$ cat src/rtl/sysid_read_arbiter.sv
// rtl/sysid_read_arbiter.sv - boot self-check and round-robin read sharing of the sysid slave
//
// Parameters:
//   READ_LATENCY  extra cycles between driving sys_address and sampling sys_readdata (0..3)
//   EXPECTED_ID   word required at address 0
//   EXPECTED_TS   word required at address 1
// Ports:
//   clock, reset                 single clock, synchronous active-high reset
//   reqN_valid / reqN_address    read request and word select from requester N
//   reqN_ready                   request accepted this cycle (combinational, IDLE only)
//   respN_valid / respN_data     one-cycle response strobe and held read data
//   sys_address / sys_readdata   sysid slave interface
//   check_done / id_ok / id_mismatch  boot check result, sticky until reset
module sysid_read_arbiter #(
  parameter int          READ_LATENCY = 0,
  parameter logic [31:0] EXPECTED_ID  = 32'd102,
  parameter logic [31:0] EXPECTED_TS  = 32'd1526570516
) (
  input  logic        clock,
  input  logic        reset,
  input  logic        req0_valid,
  input  logic        req0_address,
  output logic        req0_ready,
  output logic        resp0_valid,
  output logic [31:0] resp0_data,
  input  logic        req1_valid,
  input  logic        req1_address,
  output logic        req1_ready,
  output logic        resp1_valid,
  output logic [31:0] resp1_data,
  output logic        sys_address,
  input  logic [31:0] sys_readdata,
  output logic        check_done,
  output logic        id_ok,
  output logic        id_mismatch
);

  if (READ_LATENCY < 0 || READ_LATENCY > 3) begin : g_bad_latency
    $error("sysid_read_arbiter: READ_LATENCY must be within 0..3");
  end

  localparam logic [1:0] LAT = 2'(READ_LATENCY);

  typedef enum logic [1:0] {CHK_ID, CHK_TS, IDLE, BUSY} state_e;

  state_e      state_q, state_d;
  logic [1:0]  cnt_q, cnt_d;
  logic        last_grant_q, last_grant_d;
  logic        sys_address_q, sys_address_d;
  logic        id_match_q, id_match_d;
  logic        check_done_q, check_done_d;
  logic        id_ok_q, id_ok_d;
  logic        id_mismatch_q, id_mismatch_d;
  logic        resp0_valid_q, resp0_valid_d;
  logic        resp1_valid_q, resp1_valid_d;
  logic [31:0] resp0_data_q, resp0_data_d;
  logic [31:0] resp1_data_q, resp1_data_d;
  logic        gnt0, gnt1;
  logic        phase_end;
  logic        boot_ok;

  // Last cycle of a READ_LATENCY+1 cycle phase: sys_readdata is valid now.
  assign phase_end = (cnt_q == LAT);
  assign boot_ok   = id_match_q & (sys_readdata == EXPECTED_TS);

  always_comb begin
    state_d       = state_q;
    cnt_d         = cnt_q;
    last_grant_d  = last_grant_q;
    sys_address_d = sys_address_q;
    id_match_d    = id_match_q;
    check_done_d  = check_done_q;
    id_ok_d       = id_ok_q;
    id_mismatch_d = id_mismatch_q;
    resp0_valid_d = 1'b0;
    resp1_valid_d = 1'b0;
    resp0_data_d  = resp0_data_q;
    resp1_data_d  = resp1_data_q;
    gnt0          = 1'b0;
    gnt1          = 1'b0;

    case (state_q)
      CHK_ID: begin
        sys_address_d = 1'b0;
        if (phase_end) begin
          id_match_d    = (sys_readdata == EXPECTED_ID);
          sys_address_d = 1'b1;  // timestamp word must be on the bus on the first CHK_TS cycle
          cnt_d         = 2'd0;
          state_d       = CHK_TS;
        end else begin
          cnt_d = cnt_q + 2'd1;
        end
      end
      CHK_TS: begin
        if (phase_end) begin
          check_done_d  = 1'b1;
          id_ok_d       = boot_ok;
          id_mismatch_d = ~boot_ok;
          cnt_d         = 2'd0;
          state_d       = IDLE;
        end else begin
          cnt_d = cnt_q + 2'd1;
        end
      end
      IDLE: begin
        // On a tie the requester that was not served last wins.
        gnt0 = req0_valid & (~req1_valid | last_grant_q);
        gnt1 = req1_valid & (~req0_valid | ~last_grant_q);
        if (gnt0) begin
          last_grant_d  = 1'b0;
          sys_address_d = req0_address;
          cnt_d         = 2'd0;
          state_d       = BUSY;
        end else if (gnt1) begin
          last_grant_d  = 1'b1;
          sys_address_d = req1_address;
          cnt_d         = 2'd0;
          state_d       = BUSY;
        end
      end
      BUSY: begin
        if (phase_end) begin
          // last_grant identifies the requester owning the read in flight.
          if (last_grant_q) begin
            resp1_valid_d = 1'b1;
            resp1_data_d  = sys_readdata;
          end else begin
            resp0_valid_d = 1'b1;
            resp0_data_d  = sys_readdata;
          end
          cnt_d   = 2'd0;
          state_d = IDLE;
        end else begin
          cnt_d = cnt_q + 2'd1;
        end
      end
      default: begin
        cnt_d   = 2'd0;
        state_d = CHK_ID;
      end
    endcase
  end

  always_ff @(posedge clock) begin
    if (reset) begin
      state_q       <= CHK_ID;
      cnt_q         <= 2'd0;
      last_grant_q  <= 1'b1;
      sys_address_q <= 1'b0;
      id_match_q    <= 1'b0;
      check_done_q  <= 1'b0;
      id_ok_q       <= 1'b0;
      id_mismatch_q <= 1'b0;
      resp0_valid_q <= 1'b0;
      resp1_valid_q <= 1'b0;
      resp0_data_q  <= 32'd0;
      resp1_data_q  <= 32'd0;
    end else begin
      state_q       <= state_d;
      cnt_q         <= cnt_d;
      last_grant_q  <= last_grant_d;
      sys_address_q <= sys_address_d;
      id_match_q    <= id_match_d;
      check_done_q  <= check_done_d;
      id_ok_q       <= id_ok_d;
      id_mismatch_q <= id_mismatch_d;
      resp0_valid_q <= resp0_valid_d;
      resp1_valid_q <= resp1_valid_d;
      resp0_data_q  <= resp0_data_d;
      resp1_data_q  <= resp1_data_d;
    end
  end

  // Ready is gated by reset so that every output reads 0 while reset is held.
  assign req0_ready  = gnt0 & ~reset;
  assign req1_ready  = gnt1 & ~reset;
  assign resp0_valid = resp0_valid_q;
  assign resp1_valid = resp1_valid_q;
  assign resp0_data  = resp0_data_q;
  assign resp1_data  = resp1_data_q;
  assign sys_address = sys_address_q;
  assign check_done  = check_done_q;
  assign id_ok       = id_ok_q;
  assign id_mismatch = id_mismatch_q;

endmodule

$ cat config.mk
export PLATFORM = sky130hd
export DESIGN_NAME = sysid_read_arbiter
export DESIGN_NICKNAME = d
export VERILOG_FILES = /design/src/rtl/sysid_read_arbiter.sv
export SDC_FILE = /design/constraint.sdc
export NUM_CORES = 1
export LEC_CHECK = 0
export ABC_AREA = 1
export BUFFER_PORTS_ARGS = -buffer_cell sky130_fd_sc_hd__buf_2
export CORE_ASPECT_RATIO = 0.5
export CORE_MARGIN = 5
export CORE_UTILIZATION = 48
export CTS_CLUSTER_DIAMETER = 150
export DETAILED_ROUTE_END_ITERATION = 10
export PLACE_DENSITY = 0.79
export SYNTH_ARGS = -nofsm -noshare
export SYNTH_HDL_FRONTEND = slang
export SYNTH_SLANG_ARGS = --single-unit
$ cat constraint.sdc
create_clock -name clock -period 2.4 [get_ports clock]
set_clock_uncertainty 0.15 [all_clocks]
set_input_delay 0 -clock clock [delete_from_list [all_inputs] [get_ports clock]]
set_output_delay 0 -clock clock [all_outputs]
set_load 0.02 [all_outputs]
# Word level (Yosys, flattened, before mapping)
# Index checks and enable logic that the tools add are counted.
[totals] register_bits=76 input_bits=38 out_inout_bits=72 elab_cells=68
[classes] n_addsub=1 eq_ne=8 mux=19 n_bitwise=14 reduce_logical=14
[op_table] cell="equality test 32 x 31 -> 1 bit (second input constant)" n=1
[op_table] cell="equality test 32 x 7 -> 1 bit (second input constant)" n=1
[op_table] cell="two-way mux 2 bit" n=7
[op_table] cell="two-way mux 1 bit" n=9
[op_table] cell="AND reduction 3 bit" n=3
[op_table] cell="AND reduction 2 bit" n=4
[op_table] cell="inverter 1 bit" n=7
[op_table] cell="one-hot mux 2 bit (3 select lines)" n=1
[op_table] cell="OR reduction 3 bit" n=2
[op_table] cell="AND 1 bit" n=5
[op_table] cell="equality test 2 bit (second input constant)" n=2
[op_table] cell="zero test 2 bit" n=2
[op_table] cell="one-hot mux 2 bit (2 select lines)" n=1
[op_table] cell="nonzero test 2 bit" n=2
[op_table] cell="inequality test 3 bit (second input constant)" n=1
[op_table] cell="adder 2 x 1 -> 2 bit (second input constant)" n=1
[op_table] cell="equality test 2 x 1 -> 1 bit (second input constant)" n=1
[op_table] cell="inequality test 2 x 1 -> 1 bit (second input constant)" n=1
[op_table] cell="inequality test 2 bit (second input constant)" n=1
[op_table] cell="bitwise OR 1 bit" n=2
[op_table] cell="one-hot mux 1 bit (2 select lines)" n=1
[op_table] cell="OR reduction 2 bit" n=1

# Logic depth before layout (Yosys ltp)
[depth] word_depth=6 depth_mapped=8 mapped_depth_nobuf=8

# Least setup slack after synthesis
# No wires, ideal clock.
[synth_path] path_type="reg-to-reg" startpoint="reg cnt_q[0]" endpoint="reg resp0_data_q[12], in the netlist resp0_data[12]" setup_ps=113 arrival_time_ps=1290 path_slack_ps=847 path_stages_with_launch=9 cell_sequence="dfxtp_1 inv_1 ha_1 inv_2 nor3_4 inv_2 buf_2 nor2_1 nor2_1"
[synth_via] elab_chain_len=2
[synth_rtl] item="start, declared" line="47" text="logic [1:0] cnt_q, cnt_d;"
[synth_rtl] item="start signal, assigned" line="160" text="cnt_q <= cnt_d;"
[synth_rtl] item="zero test 2 bit" line="63" text="assign phase_end = (cnt_q == LAT);"
[synth_rtl] item="AND reduction 3 bit (no line)"
[synth_rtl] item="end signal, assigned" line="169" text="resp0_data_q <= resp0_data_d;"
[synth_rtl] item="end, declared" line="56" text="logic [31:0] resp0_data_q, resp0_data_d;"
# Every way passes these cells.
# A chain may end at the register's enable or synchronous reset.

# Worst setup path after layout
[layout_path] startpoint="reg state_q[1]" endpoint="reg cnt_q[1]"
[layout_via] elab_chain_len=3 elab_cells_between_ends=7 cone_classes="eq/ne (4); mux (1); reduce/logical (2)"
[layout_rtl] item="start, declared" line="46" text="state_e state_q, state_d;"
[layout_rtl] item="start signal, assigned" line="159" text="state_q <= state_d;"
[layout_rtl] item="equality test 2 bit, or another cell as far along" line="82" text="case (state_q)"
[layout_rtl] item="OR reduction 3 bit (no line)"
[layout_rtl] item="one-hot mux 2 bit (2 select lines)" line="82"
# Parallel ways exist; a longest one is shown, timed or not.

==> metrics.txt <==
# TYPE chip_impl_metric gauge
chip_impl_metric{name="drt.antenna.violating_nets",unit=""} 0
chip_impl_metric{name="max_cap_violations",unit=""} 0
chip_impl_metric{name="detailed_place.area",unit="um2"} 3480
chip_impl_metric{name="totalNegativeSetupSlack",unit="ps"} 0
chip_impl_metric{name="drc",unit=""} 0
chip_impl_metric{name="placeableCoreArea",unit="um2"} 5630
chip_impl_metric{name="cts_resized",unit=""} 0
chip_impl_metric{name="yosysWarningCount",unit=""} 0
chip_impl_info{name="grt_setup_unrepaired",value="no"} 1
chip_impl_metric{name="mappedNetlistNets",unit=""} 411
chip_impl_metric{name="final_max_slew_viol_count",unit=""} 0
chip_impl_metric{name="whs",unit="ps"} 318
chip_impl_metric{name="final_period_minus_worst_setup_slack",unit="ps"} 1970
chip_impl_metric{name="detail_route.first_pass.iterations",unit=""} 5
chip_impl_metric{name="grt_pass1_vias",unit=""} 2827
chip_impl_metric{name="required",unit="ps"} 2520
chip_impl_metric{name="cts.reportedPaths.clkPinSlew",unit="ps"} 60
chip_impl_metric{name="grt_first_pass_wirelength",unit="mm"} 13.9
chip_impl_metric{name="worstSkewPairLatency",unit="ps"} 330
chip_impl_metric{name="gp_congestion",unit=""} 0.774
chip_impl_metric{name="grt.total_usage",unit=""} 0.224
chip_impl_metric{name="synth.avg_cell_area",unit="um2"} 7.76
chip_impl_info{name="tritoncts",value="built"} 1
chip_impl_metric{name="io_pins",unit=""} 110
chip_impl_metric{name="finalInstanceArea",unit="um2"} 4150
chip_impl_metric{name="dp.final_hpwl",unit="mm"} 5.55
chip_impl_metric{name="die-area",unit="um2"} 7740
chip_impl_metric{name="placement.setup.worst_slack",unit="ps"} 503
chip_impl_info{name="worst_setup_path_end_kind",value="register"} 1
chip_impl_info{name="status",value="completed"} 1
chip_impl_metric{name="htreeDepth",unit=""} 3
chip_impl_metric{name="routed_wl",unit="mm"} 8.46
chip_impl_info{name="worst_setup_start_kind",value="register"} 1
chip_impl_metric{name="layout_worst_path_cycle_share",unit=""} 0.820
chip_impl_metric{name="worst-endpoint-arrival",unit="ps"} 2080
chip_impl_metric{name="cp.buffers_inverters",unit=""} 3
chip_impl_metric{name="layout-drive-gt1-share",unit=""} 0.260
chip_impl_info{name="crit_family",value="buffers and inverters"} 1
chip_impl_metric{name="syn-instance-count",unit=""} 371
chip_impl_metric{name="chipWidth",unit="um"} 120
chip_impl_metric{name="ys_ff_latch",unit=""} 76
chip_impl_info{name="hold_path.class",value="reg -> reg"} 1
chip_impl_metric{name="largest_net_degree_at_the_start_of_global_routing",unit=""} 46
chip_impl_metric{name="routed_via_density",unit=""} 5.05
chip_impl_metric{name="io_buffers",unit=""} 109
chip_impl_metric{name="drt_first_iter_violations",unit=""} 202
chip_impl_metric{name="finalHoldViolations",unit=""} 0
chip_impl_metric{name="worst_path_largest_cell_delay",unit="ps"} 600
chip_impl_info{name="clock-root-buffer",value="sky130_fd_sc_hd__clkbuf_16"} 1
chip_impl_metric{name="grt_overflow",unit=""} 0
chip_impl_metric{name="insertedDiodeCount",unit=""} 0
chip_impl_metric{name="cts_made_buffers",unit=""} 9
chip_impl_metric{name="timing.final.ws_setup",unit="ps"} 431
chip_impl_metric{name="power.static_leakage",unit="nW"} 2.06
chip_impl_metric{name="antenna_found_initial",unit=""} 0
chip_impl_metric{name="clkSinkCount",unit=""} 76
chip_impl_info{name="crit_slowest_cell",value="sky130_fd_sc_hd__dlygate4sd3_1"} 1
chip_impl_metric{name="worstPathMaxFanout",unit=""} 6
chip_impl_metric{name="final_report_setup_violation_count",unit=""} 0
chip_impl_metric{name="ys_types",unit=""} 18
chip_impl_metric{name="synthToLayoutAreaGrowth",unit="%"} 44.2
chip_impl_metric{name="floorplan.initialDensity",unit=""} 0.511
chip_impl_info{name="timing.setup.critical_path_class",value="reg -> reg"} 1
chip_impl_metric{name="rows",unit=""} 19
chip_impl_metric{name="timing.slew.headroom",unit=""} 0.547
chip_impl_info{name="critical_path.cell_chain",value="inv_1, nor2_1, inv_1, nor3_1, dlygate4sd3_1, nand2_1, a21oi_1"} 1
chip_impl_metric{name="ir_drop",unit="mV"} 0.415
chip_impl_metric{name="synth_area",unit="um2"} 2880
chip_impl_info{name="crit_top_cell",value="sky130_fd_sc_hd__inv_1"} 1
chip_impl_metric{name="post_cts_hold_buffer_count",unit=""} 38
chip_impl_metric{name="wire_per_inst",unit="um"} 14.3
chip_impl_metric{name="die_height",unit="um"} 64.8
chip_impl_metric{name="bufs_on_longest_clock_path",unit=""} 2
chip_impl_metric{name="max_frequency",unit="GHz"} 0.508
chip_impl_metric{name="route.vias.total",unit=""} 2993
chip_impl_metric{name="timing_worst_slew_pin_value",unit="ps"} 678
chip_impl_metric{name="total_nets_final",unit=""} 555
chip_impl_metric{name="yosysSeqAreaShare",unit=""} 0.528
chip_impl_metric{name="power_density",unit="nW/um2"} 751
chip_impl_metric{name="cts_post_setup_buffers_inserted",unit=""} 0
[tightest hold or removal path, delay by kind of cell, from the launching register on]
kind | cells | cell delay (ps)
and+or+nand+nor | 1 | 60
AOI/OAI and AO/OA | 1 | 50
DFF | 1 | 310
[logic make-up after synthesis]
family / synth area share
compound gates: 0.216
flops: 0.528
buf+inv: 0.0847
fa+ha+maj: 0.00869
simple gates: 0.162
[cell type report]
type | instances | area (um2)
inverters | 36 | 135
flip-flops and latches | 76 | 1520
fillers | 444 | 1480
clock buffers | 9 | 225
multi-input cells | 239 | 1110
clock inverters | 7 | 67.6
repair buffers | 153 | 996
well taps | 73 | 91.3
[report_power, final]
| part | internal (mW) | switching (mW) | leakage, nW | total [mW] |
|---|---|---|---|---|
| logic | 0.169 | 0.261 | 1.30 | 0.430 |
| registers | 1.33 | 0.0382 | 0.616 | 1.37 |
| clock network | 0.798 | 0.522 | 0.137 | 1.32 |
| total | 2.30 | 0.821 | 2.06 | 3.12 |
[sequential cells by signal, indices dropped and copies added, names as in the netlist]
signal and cells:
check_done 1, cnt_q 2, id_match_q 1, id_mismatch 1, id_ok 1, last_grant_q 1, resp0_data 32, resp0_valid 1
resp1_data 32, resp1_valid 1, state_q 2, sys_address 1
[stage by stage]
stage	utilization	instances	total power [mW]
floorplan	-	371	1.62
global placement	0.617	539	1.76
global route	0.737	593	3.25
detailed placement	0.617	539	1.77
finish	0.737	593	3.12
CTS	0.737	593	3.12
[cells in the final DEF (no fill, tap or decap), drive strengths merged]
master       synthesis  layout
buf                 11     115
dfxtp               76      76
o21ai               71      71
nor2                68      68
a21oi               52      52
dlygate4sd3          0      38
inv                 36      36
nand2               26      26
nand3                9       9
clkbuf               9       9
nand4                5       5
nor3                 5       5
clkinv               0       3
clkinvlp             0       3
ha                   2       2
o211ai               1       1
bufinv               0       1
[path summary, 6_finish.rpt]
kind              cells after the start  slack, ps       end  startpoint
setup / recovery                      7        430  cnt_q[1]  state_q[1]
hold / removal                        2        320  cnt_q[0]    cnt_q[0]
setup reg to reg                      7        430  cnt_q[1]  state_q[1]
hold reg to reg                       2        320  cnt_q[0]    cnt_q[0]
[cells in the mapped netlist]
master | instances | area (um2)
sky130_fd_sc_hd__buf_2 | 6 | 30.0
sky130_fd_sc_hd__dfxtp_1 | 76 | 1520
sky130_fd_sc_hd__o211ai_1 | 1 | 7.51
sky130_fd_sc_hd__nand4_1 | 5 | 31.3
sky130_fd_sc_hd__buf_6 | 2 | 22.5
sky130_fd_sc_hd__nand2_1 | 26 | 97.6
sky130_fd_sc_hd__nor3_1 | 4 | 20.0
sky130_fd_sc_hd__clkbuf_1 | 9 | 33.8
sky130_fd_sc_hd__ha_1 | 2 | 25.0
sky130_fd_sc_hd__inv_1 | 33 | 124
sky130_fd_sc_hd__nor2_1 | 68 | 255
sky130_fd_sc_hd__o21ai_1 | 30 | 150
sky130_fd_sc_hd__a21oi_1 | 52 | 260
sky130_fd_sc_hd__nand3_1 | 9 | 45.0
sky130_fd_sc_hd__buf_4 | 3 | 22.5
sky130_fd_sc_hd__inv_2 | 3 | 11.3
sky130_fd_sc_hd__o21ai_0 | 41 | 205
sky130_fd_sc_hd__nor3_4 | 1 | 16.3
[layer usage]
layer / vias to the layer above / GRT usage / wire, um
li1: 1514 / - / -
met1: 1367 / 0.276 / 3790
met2: 98 / 0.383 / 4030
met3: 14 / 0.0617 / 488
met4: 0 / 0.0842 / 142
met5: - / 0 / 0
Note: power is estimated with default switching activity, not from simulation.
